**config.mk**
```make
export PLATFORM = sky130hd
export DESIGN_NAME = tt_trace_capture
export DESIGN_NICKNAME = d
export VERILOG_FILES = /design/src/rtl/tt_trace_pkg.sv /design/src/rtl/tt_trace_mem.sv /design/src/rtl/tt_trace_capture.sv
export SDC_FILE = /design/constraint.sdc
export NUM_CORES = 1
export LEC_CHECK = 0
export ABC_AREA = 0
export ABC_CLOCK_PERIOD_IN_PS = 5200
export CORE_MARGIN = 2
export CORE_UTILIZATION = 63
export DETAILED_ROUTE_END_ITERATION = 7
export PLACE_DENSITY = 0.93
export SLEW_MARGIN = 20
export SYNTH_ARGS = -nofsm -noshare
export SYNTH_HDL_FRONTEND = slang
export SYNTH_SLANG_ARGS = --single-unit
```
**constraint.sdc**
```tcl
create_clock -name clk -period 5.2 [get_ports clk]
set_input_delay 0.52 -clock clk [delete_from_list [all_inputs] [get_ports clk]]
set_output_delay 0.52 -clock clk [all_outputs]
set_load 0.05 [all_outputs]
```
**src/rtl/tt_trace_pkg.sv**
```systemverilog
// tt_trace_pkg: capture FSM encoding and pointer-width helper shared by the trace capture files.
package tt_trace_pkg;

   typedef enum logic [1:0] {
      StIdle  = 2'd0,
      StArmed = 2'd1,
      StPost  = 2'd2,
      StRead  = 2'd3
   } trace_state_e;

   function automatic int unsigned ptr_w(input int unsigned depth);
      return (depth > 1) ? $clog2(depth) : 1;
   endfunction

endpackage

```
**src/rtl/tt_trace_mem.sv**
```systemverilog
// tt_trace_mem: Depth x Width flop array, one synchronous write port, one asynchronous read port.
module tt_trace_mem
   import tt_trace_pkg::*;
#(
   parameter int unsigned Width = 24,
   parameter int unsigned Depth = 16,
   localparam int unsigned AddrW = ptr_w(Depth)
) (
   input  logic             clk_i,
   input  logic             we_i,
   input  logic [AddrW-1:0] waddr_i,
   input  logic [Width-1:0] wdata_i,
   input  logic [AddrW-1:0] raddr_i,
   output logic [Width-1:0] rdata_o
);

   logic [Width-1:0] mem_q [Depth];

   // No reset: entries are always written in the current capture before being read.
   always_ff @(posedge clk_i) begin
      if (we_i) begin
         mem_q[waddr_i] <= wdata_i;
      end
   end

   assign rdata_o = mem_q[raddr_i];

endmodule

```
**src/rtl/tt_trace_capture.sv**
```systemverilog
// tt_trace_capture: circular trace buffer with masked trigger, pre-trigger history and a
// valid/ready readout. Define TRACE_TIMESTAMP_EN to store a free-running timestamp per entry.
module tt_trace_capture
   import tt_trace_pkg::*;
#(
   parameter int unsigned DATA_W   = 8,
   parameter int unsigned CHANNELS = 3,
   parameter int unsigned DEPTH    = 16,
   parameter int unsigned PRE_TRIG = 4,
   parameter int unsigned TS_W     = 8,
   localparam int unsigned SAMPLE_W = CHANNELS * DATA_W,
`ifdef TRACE_TIMESTAMP_EN
   localparam int unsigned ENTRY_W = SAMPLE_W + TS_W
`else
   localparam int unsigned ENTRY_W = SAMPLE_W + 0 * TS_W
`endif
) (
   input  logic                clk,
   input  logic                rst_n,
   input  logic                ena,
   input  logic [SAMPLE_W-1:0] ch_in,
   input  logic                arm,
   input  logic                abort,
   input  logic [SAMPLE_W-1:0] trig_value,
   input  logic [SAMPLE_W-1:0] trig_mask,
   output logic                rd_valid,
   input  logic                rd_ready,
   output logic [ENTRY_W-1:0]  rd_data,
   output logic                rd_last,
   output logic [1:0]          state_o,
   output logic                triggered
);

   localparam int unsigned     PtrW     = ptr_w(DEPTH);
   localparam logic [PtrW:0]   FillMax  = (PtrW + 1)'(DEPTH);
   localparam logic [PtrW:0]   FillPre  = (PtrW + 1)'(PRE_TRIG);
   localparam logic [PtrW-1:0] PostInit = PtrW'(DEPTH - PRE_TRIG - 1);
   localparam logic [PtrW-1:0] LastIdx  = PtrW'(DEPTH - 1);

   trace_state_e       state_q;
   logic [PtrW-1:0]    wr_ptr_q;
   logic [PtrW-1:0]    rd_ptr_q;
   logic [PtrW-1:0]    post_cnt_q;
   logic [PtrW-1:0]    rd_cnt_q;
   logic [PtrW:0]      fill_q;
   logic               triggered_q;
   logic               match;
   logic               mem_we;
   logic [ENTRY_W-1:0] wr_entry;

   assign match  = ((ch_in ^ trig_value) & trig_mask) == '0;
   // POST with post_cnt==0 moves to READ instead of writing.
   assign mem_we = rst_n && !abort && ena &&
                   ((state_q == StArmed) || ((state_q == StPost) && (post_cnt_q != '0)));

`ifdef TRACE_TIMESTAMP_EN
   logic [TS_W-1:0] ts_q;

   always_ff @(posedge clk) begin
      if (!rst_n) begin
         ts_q <= '0;
      end else begin
         ts_q <= ts_q + 1'b1;
      end
   end

   assign wr_entry = {ts_q, ch_in};
`else
   assign wr_entry = ch_in;
`endif

   always_ff @(posedge clk) begin
      if (!rst_n) begin
         state_q     <= StIdle;
         wr_ptr_q    <= '0;
         rd_ptr_q    <= '0;
         post_cnt_q  <= '0;
         rd_cnt_q    <= '0;
         fill_q      <= '0;
         triggered_q <= 1'b0;
      end else if (abort) begin
         state_q     <= StIdle;
         triggered_q <= 1'b0;
      end else begin
         case (state_q)
            StIdle: begin
               if (arm) begin
                  state_q     <= StArmed;
                  wr_ptr_q    <= '0;
                  fill_q      <= '0;
                  triggered_q <= 1'b0;
               end
            end
            StArmed: begin
               if (ena) begin
                  wr_ptr_q <= wr_ptr_q + 1'b1;
                  if (fill_q != FillMax) begin
                     fill_q <= fill_q + 1'b1;
                  end
                  // fill_q is the count before this write, so PRE_TRIG history is guaranteed.
                  if (match && (fill_q >= FillPre)) begin
                     state_q     <= StPost;
                     triggered_q <= 1'b1;
                     post_cnt_q  <= PostInit;
                  end
               end
            end
            StPost: begin
               if (ena) begin
                  if (post_cnt_q == '0) begin
                     state_q  <= StRead;
                     rd_ptr_q <= wr_ptr_q;
                     rd_cnt_q <= '0;
                  end else begin
                     wr_ptr_q   <= wr_ptr_q + 1'b1;
                     post_cnt_q <= post_cnt_q - 1'b1;
                  end
               end
            end
            StRead: begin
               if (rd_ready) begin
                  rd_ptr_q <= rd_ptr_q + 1'b1;
                  rd_cnt_q <= rd_cnt_q + 1'b1;
                  if (rd_cnt_q == LastIdx) begin
                     state_q <= StIdle;
                  end
               end
            end
            default: state_q <= StIdle;
         endcase
      end
   end

   assign rd_valid  = (state_q == StRead);
   assign rd_last   = rd_valid && (rd_cnt_q == LastIdx);
   assign state_o   = state_q;
   assign triggered = triggered_q;

   tt_trace_mem #(
      .Width(ENTRY_W),
      .Depth(DEPTH)
   ) u_mem (
      .clk_i  (clk),
      .we_i   (mem_we),
      .waddr_i(wr_ptr_q),
      .wdata_i(wr_entry),
      .raddr_i(rd_ptr_q),
      .rdata_o(rd_data)
   );

endmodule

```
==> metrics, run 1 <==
status=complete, no violations; Max IR drop VDD=between 0.2 and 0.3 mV; site row count=58; area grow syn2layout=17.1%; gr busiest metal=met2; Seq/Total Area, Yosys=0.741; Clock Sinks=412; Synth Flop Type=edfxtp_1; Leak=slightly below 6 nW; RSZ-0062 raised after global routing=no; syn nets=872; setup violators final=0; CTS tree=yes; multi-input logic area=between 4000 and 5000 sq um; MaxCap Viol Count=0; Post-CTS Resized=0; Layout fillers=1268; Crit path depth=4; crit start category=flip-flop; die area=approximately 27000 sq um; register bit total from synthesis=412; Detailed Route WL=41200 microns; DRT iter0 DRCs=1276; Req. time, crit path=4.68 ns; Hold Buf Count CTS=0; kind of critical path=reg2out; TritonCTS buffer count=39; residual DRC count=0; DRT Pass-1 Iters=5; crit-path cells=buf_4, mux4_2, mux4_2, clkdlybuf4s50_1; DP Worst Slack=roughly 1.5 ns; chip width=roughly 160 microns; H-tree Lvls=2; antenna violations before repair=1; worst path buffer plus inverter count=2; fin cells=between 1000 and 1500; Tot GR Track Use=0.316; grt ovf=0; Die H=165 microns; vias in the first global route=9027; Post-synth EDFFs=384; Slew HR=0.403; hold path cells=2; worst-skew pair later-pin latency=0.53 ns; met1 Use GR=0.415; worst path arrival time=between 3 and 4 ns; CP most frequent cell=mux4_2; GR Layer Usage met2=0.525; Mapped Avg Cell Area=around 21 sq um; class of the worst hold path=reg2reg; initial core utilization=0.645; CTS Buffer Depth=3; largest net degree at the start of global routing=53; met3 Use GR=0.0671; post-layout instance area=19100 sq um; final hold vios=0; TNS Setup=0 ns; CP Max Fanout=between 40 and 50; num ports=107; Core Box Area=25300 sq um; Yosys top cell by area=edfxtp_1; Reg area=~12000 sq um; CP endpoint kind=output port; wire per inst=32.3 microns; actual slew at the worst max-slew pin=0.896 ns; clk_skew=0.0217 ns; synth unique cells=49; Design Power=6.61 mW; first-pass GRT wire length=roughly 60000 microns; Gate Count Post-Synth=780; Final Cycle Share=0.811; layout cells sized above 1=0.232; total power divided by cell area=346 nW/um^2; slowest cell delay on critical path=approximately 0.91 ns; Ys Warns=0; worst-case reg-to-reg path depth=7; Period minus WS final=4.22 ns; Area after DPL=17900 sq um; CTS root buf=clkbuf_16; top post-synthesis cells by area=edfxtp_1 71%, mux4_2 17%, dfxtp_1 3.4%; Worst-path clk slew=around 0.06 ns; port buffer count=106; Setup Buffers After CTS=0; critical path's top delay family=buffers and inverters; Max Transition Viols Final=0; Final Util=0.755; setup ws final=0.985 ns; # placed instances=1206; synthesized area=16300 sq um; ANT nets after route=0; ys async rst share=0; gpl congestion=0.793; highest-delay cell along the critical path=dfxtp_4; post-layout net count=1009; Synth top area share=0.706; worst hold slack=about 0.5 ns; Highest Clock Rate=approximately 240 MHz; DR vias=8863; Vias/cell=6.95; Final HPWL DP=approximately 22000 microns
-- cell usage in the layout, fill, tap and decap left out, types with 7 or more instances in the layout --
cell type	Yosys	layout
nand3_1	8	8
nor2_1	33	21
nor2_2	0	12
o21ai_0	10	10
clkbuf_16	0	41
a21oi_1	14	14
a22oi_1	10	10
edfxtp_1	384	384
buf_4	3	23
clkdlybuf4s50_1	0	106
ha_1	14	14
xor2_1	27	27
dfxtp_1	28	25
clkinv_1	0	11
mux4_2	120	120
inv_1	12	12
clkbuf_1	15	10
nand2_1	26	26
nor3_1	11	7
-- synthesized netlist by cell type (3+ instances only) --
master	count
a22oi_1	10
nand2b_1	4
clkbuf_1	15
and2_1	4
nand3_1	8
nor3_1	11
buf_1	7
nor2b_1	3
edfxtp_1	384
mux4_2	120
nand4_1	5
ha_1	14
buf_2	7
a21oi_1	14
o21ai_0	10
xor2_1	27
nor2_1	33
a311oi_1	3
mux2i_1	3
buf_4	3
inv_1	12
dfxtp_1	28
nand2_1	26
-- per-layer routing --
layer,share of wire,routed length [microns],vias up
li1,-,-,3505
met1,0.35,14400,4504
met2,0.50,20600,714
met3,0.11,4390,140
met4,0.045,1880,0
met5,0,0,-
-- where the power goes --
part,leakage (nW),switching [mW],internal [mW]
Clock,0.592,1.18,1.59
Combinational,1.65,0.125,0.0901
Sequential,3.68,0.00518,3.62
-- cell families after synthesis --
kind of cell	share of synthesized area
adders and majority gates	0.0107
muxes	0.167
xor gates and xnor gates	0.0150
DFF	0.741
AOI/OAI and AO/OA	0.0227
buffers and inverters	0.0123
and+or+nand+nor	0.0310
-- worst paths after layout --
kind | start | endpoint | slack, ns
hold / removal | rd_cnt_q[1]$_SDFFE_PN0P_ | rd_cnt_q[1]$_SDFFE_PN0P_ | 0.49
setup / recovery | flip-flop | rd_data[5] | 0.98
hold reg to reg | rd_cnt_q[1]$_SDFFE_PN0P_ | rd_cnt_q[1]$_SDFFE_PN0P_ | 0.49
setup reg to reg | state_o[0]$_SDFFE_PP0P_ | u_mem.mem_q[8][16]$_DFFE_PP_ | 2.38
-- worst min-delay path: cells and delay by family, from the launching register on --
kind            cells  cell delay, ns
compound gates      1            0.05
simple gates        1            0.07
flops               1            0.33
-- sequential cells by signal, indices dropped and copies added, names as in the netlist, named ones only --
signal,flops
state_o,2
post_cnt_q,4
u_mem.mem_q,384
rd_ptr_q,4
wr_ptr_q,4
rd_cnt_q,4
fill_q,5
triggered,1
-- cell type report --
cell class / count / share of cell area
Sequential cell: 412 / 0.633
Multi-Input combinational cell: 322 / 0.213
Timing Repair Buffer: 130 / 0.0656
Clock buffer: 51 / 0.0556
Tap cell: 330 / 0.0216
Clock inverter: 18 / 0.00792
Inverter: 12 / 0.00236
Antenna cell: 1 / 0.000131
(Power assumes the default switching activity.)
==> run 2, diff against run 1 <==
--- a/config.mk
+++ b/config.mk
@@ -6,11 +6,11 @@
 export NUM_CORES = 1
 export LEC_CHECK = 0
 export ABC_AREA = 0
-export ABC_CLOCK_PERIOD_IN_PS = 5200
+export ABC_CLOCK_PERIOD_IN_PS = 4300
 export CORE_MARGIN = 2
-export CORE_UTILIZATION = 63
+export CORE_UTILIZATION = 59
 export DETAILED_ROUTE_END_ITERATION = 7
-export PLACE_DENSITY = 0.93
+export PLACE_DENSITY = 0.89
 export SLEW_MARGIN = 20
 export SYNTH_ARGS = -nofsm -noshare
 export SYNTH_HDL_FRONTEND = slang
==> constraint.sdc (replaced) <==
create_clock -name clk -period 4.3 [get_ports clk]
set_input_delay 0.43 -clock clk [delete_from_list [all_inputs] [get_ports clk]]
set_output_delay 0.43 -clock clk [all_outputs]
set_load 0.05 [all_outputs]
==> run 2 against run 1 <==
  * Sequential cell count unchanged
  * Design area rose by 1.1%
  * Routed wire length fell by 1.5%
  * Clock power rose by 31%
  * Worst hold slack got worse by 0.015 ns
  * Die area rose by 6.6%
  * First-iteration DRC count is 2.0% lower
  * Sequential share of layout area down 0.71 points
  * Power grew 25%
  * Core utilization is 4.0 points lower
==> metrics, run 2 (synthesized netlist as in run 1, its figures left out) <==
wire per inst=31.5 microns (-2.6%); site row count=60 (+3.4%); CTS Buffer Depth=3 (unchanged); multi-input logic area=4080 sq um (unchanged); ANT nets after route=0 (unchanged); Die H=170 microns (+3.3%); clock power share=0.439 (+0.020); Max Transition Viols Final=0 (unchanged); Clock Sinks=412 (unchanged); actual slew at the worst max-slew pin=0.797 ns (-0.0987 ns); chip width=170 microns (+3.3%); Vias/cell=6.75 (-2.8%); slowest cell delay on critical path=0.73 ns (-0.18 ns); layout cells sized above 1=0.241 (+0.00956); status=complete, no violations; CP most frequent cell=mux4_2; die area=29000 sq um (+6.6%); Max IR drop VDD=0.246 mV (-15%); Largest regs=u_mem.mem_q (384), fill_q (5); n_diodes=0 (-1); total power divided by cell area=428 nW/um^2 (+24%); NetSw=1.63 mW (+25%); gpl congestion=0.803 (+1.3%); worst path arrival time=3.43 ns (-0.27 ns); worst-skew pair later-pin latency=0.54 ns (about the same); class of the worst hold path=reg2reg; Highest Clock Rate=259 MHz; most frequent cells in the layout=384 x edfxtp_1, 120 x mux4_2, 106 x clkdlybuf4s50_1; CTS root buf=clkbuf_16; num ports=107 (unchanged); Layout fillers=1475 (+16%); Top reg by flops=u_mem.mem_q; Hold Buf Count CTS=0 (unchanged); antenna violations before repair=0 (-1); critical path's top delay family=buffers and inverters; Final Cycle Share=0.898; Period minus WS final=3.86 ns; Area after DPL=18000 sq um (+0.50%); TNS Setup=0 ns (unchanged); kind of critical path=reg2out; DR vias=8710 (-1.7%); Gate power share=0.031 (-0.002); H-tree Lvls=2 (unchanged); setup ws final=0.441 ns (-0.544 ns); commonest non-fill, non-tap cell in the layout=edfxtp_1; Core Box Area=27000 sq um (+6.7%); Setup Buffers After CTS=0 (unchanged); initial core utilization=0.604 (-0.0405); crit-path cells=buf_12, mux4_2, mux4_2, clkdlybuf4s50_1; fraction of power consumed by sequential logic=0.530 (-0.019); max reg flops=384 (unchanged); setup violators final=0 (unchanged); vias in the first global route=8913 (-1.3%); largest net degree at the start of global routing=50 (-5.7%); highest-delay cell along the critical path=clkdlybuf4s50_1; TritonCTS buffer count=40 (+2.6%); grt ovf=0 (unchanged); post-layout net count=1010 (+0.099%); Slew HR=0.467 (+0.0641); area grow syn2layout=18.4%; post-layout instance area=19300 sq um (+1.1%); Reg area=12100 sq um (about the same); CTS tree=yes; DRT Pass-1 Iters=7 (+2); CP endpoint kind=output port; RSZ-0062 raised after global routing=no; worst hold slack=0.476 ns (-0.0145 ns); crit start category=flip-flop; DP Worst Slack=0.947 ns (-0.564 ns); Worst-path clk slew=0.06 ns (about the same); Final HPWL DP=21300 microns (-3.2%); Detailed Route WL=40600 microns (-1.5%); worst path buffer plus inverter count=2 (unchanged); sw frac=0.198 (-0.00100); Leak=6.00 nW (+1.4%); Req. time, crit path=3.87 ns (-0.81 ns); final hold vios=0 (unchanged); Tot GR Track Use=0.289 (-0.0277); CP Max Fanout=49 (+14%); clk_skew=0.0276 ns (+0.00592 ns); first-pass GRT wire length=58800 microns (-2.3%); Post-CTS Resized=0 (unchanged); DRT iter0 DRCs=1251 (-2.0%); port buffer count=106 (unchanged); MaxCap Viol Count=0 (unchanged); Internal Power=6.64 mW (+25%); residual DRC count=0 (unchanged)
## run 2: cell types whose count changed in the layout (fill, tap and decap cells not counted), sizes merged
cell      change
bufinv        +3
clkbuf        +1
clkinv        -3
clkinvlp      +1
diode         -1
inv           +2
## run 2: layout make-up
| type | instances | area share |
|---|---|---|
| clock inverters | 21 | 0.0133 |
| repair buffers | 130 | 0.0688 |
| clock buffers | 52 | 0.0563 |
| multi-input cells | 322 | 0.211 |
| inverters | 12 | 0.00233 |
| flip-flops and latches | 412 | 0.626 |
| well taps | 341 | 0.0221 |
## run 2: path summary, 6_finish.rpt
| check | start | endpoint | slack (ns) | depth (start not counted) |
|---|---|---|---|---|
| worst min register to register | rd_cnt_q[1]$_SDFFE_PN0P_ | rd_cnt_q[1]$_SDFFE_PN0P_ | 0.48 | 2 |
| worst max-delay path | flip-flop | rd_data[8] | 0.44 | 4 |
| worst max register to register | state_o[0]$_SDFFE_PP0P_ | u_mem.mem_q[15][2]$_DFFE_PP_ | 1.68 | 7 |
| worst min-delay path | rd_cnt_q[1]$_SDFFE_PN0P_ | rd_cnt_q[1]$_SDFFE_PN0P_ | 0.48 | 2 |
## run 2: metrics by stage
step,std cells,power [mW],utilization
after CTS,1290,8.30,0.715
after global placement,1217,4.72,0.665
after floorplan,780,4.56,-
final,1290,8.28,0.715
after detailed placement,1217,4.73,0.665
after global routing,1290,8.46,0.715
## run 2: layer usage
metal / share of wire / track usage / vias up
li1: - / - / 3514
met1: 0.36 / 0.379 / 4465
met2: 0.51 / 0.484 / 641
met3: 0.10 / 0.0709 / 90
met4: 0.028 / 0.0907 / 0
met5: 0 / 0 / -
## run 2: power by group through the flow
stage	logic, mW	clock network, mW	registers, mW
2_1_floorplan	0.0847	0	4.48
3_3_place_gp	0.244	0	4.47
3_5_place_dp	0.252	0	4.47
4_1_cts	0.255	3.66	4.39
5_1_grt	0.277	3.79	4.39
6_report	0.257	3.63	4.39
## run 2: tightest hold or removal path: stages (launching register included)
cell and delay [ns]:
dfxtp_1 0.32, nand2_1 0.06, a21oi_1 0.05
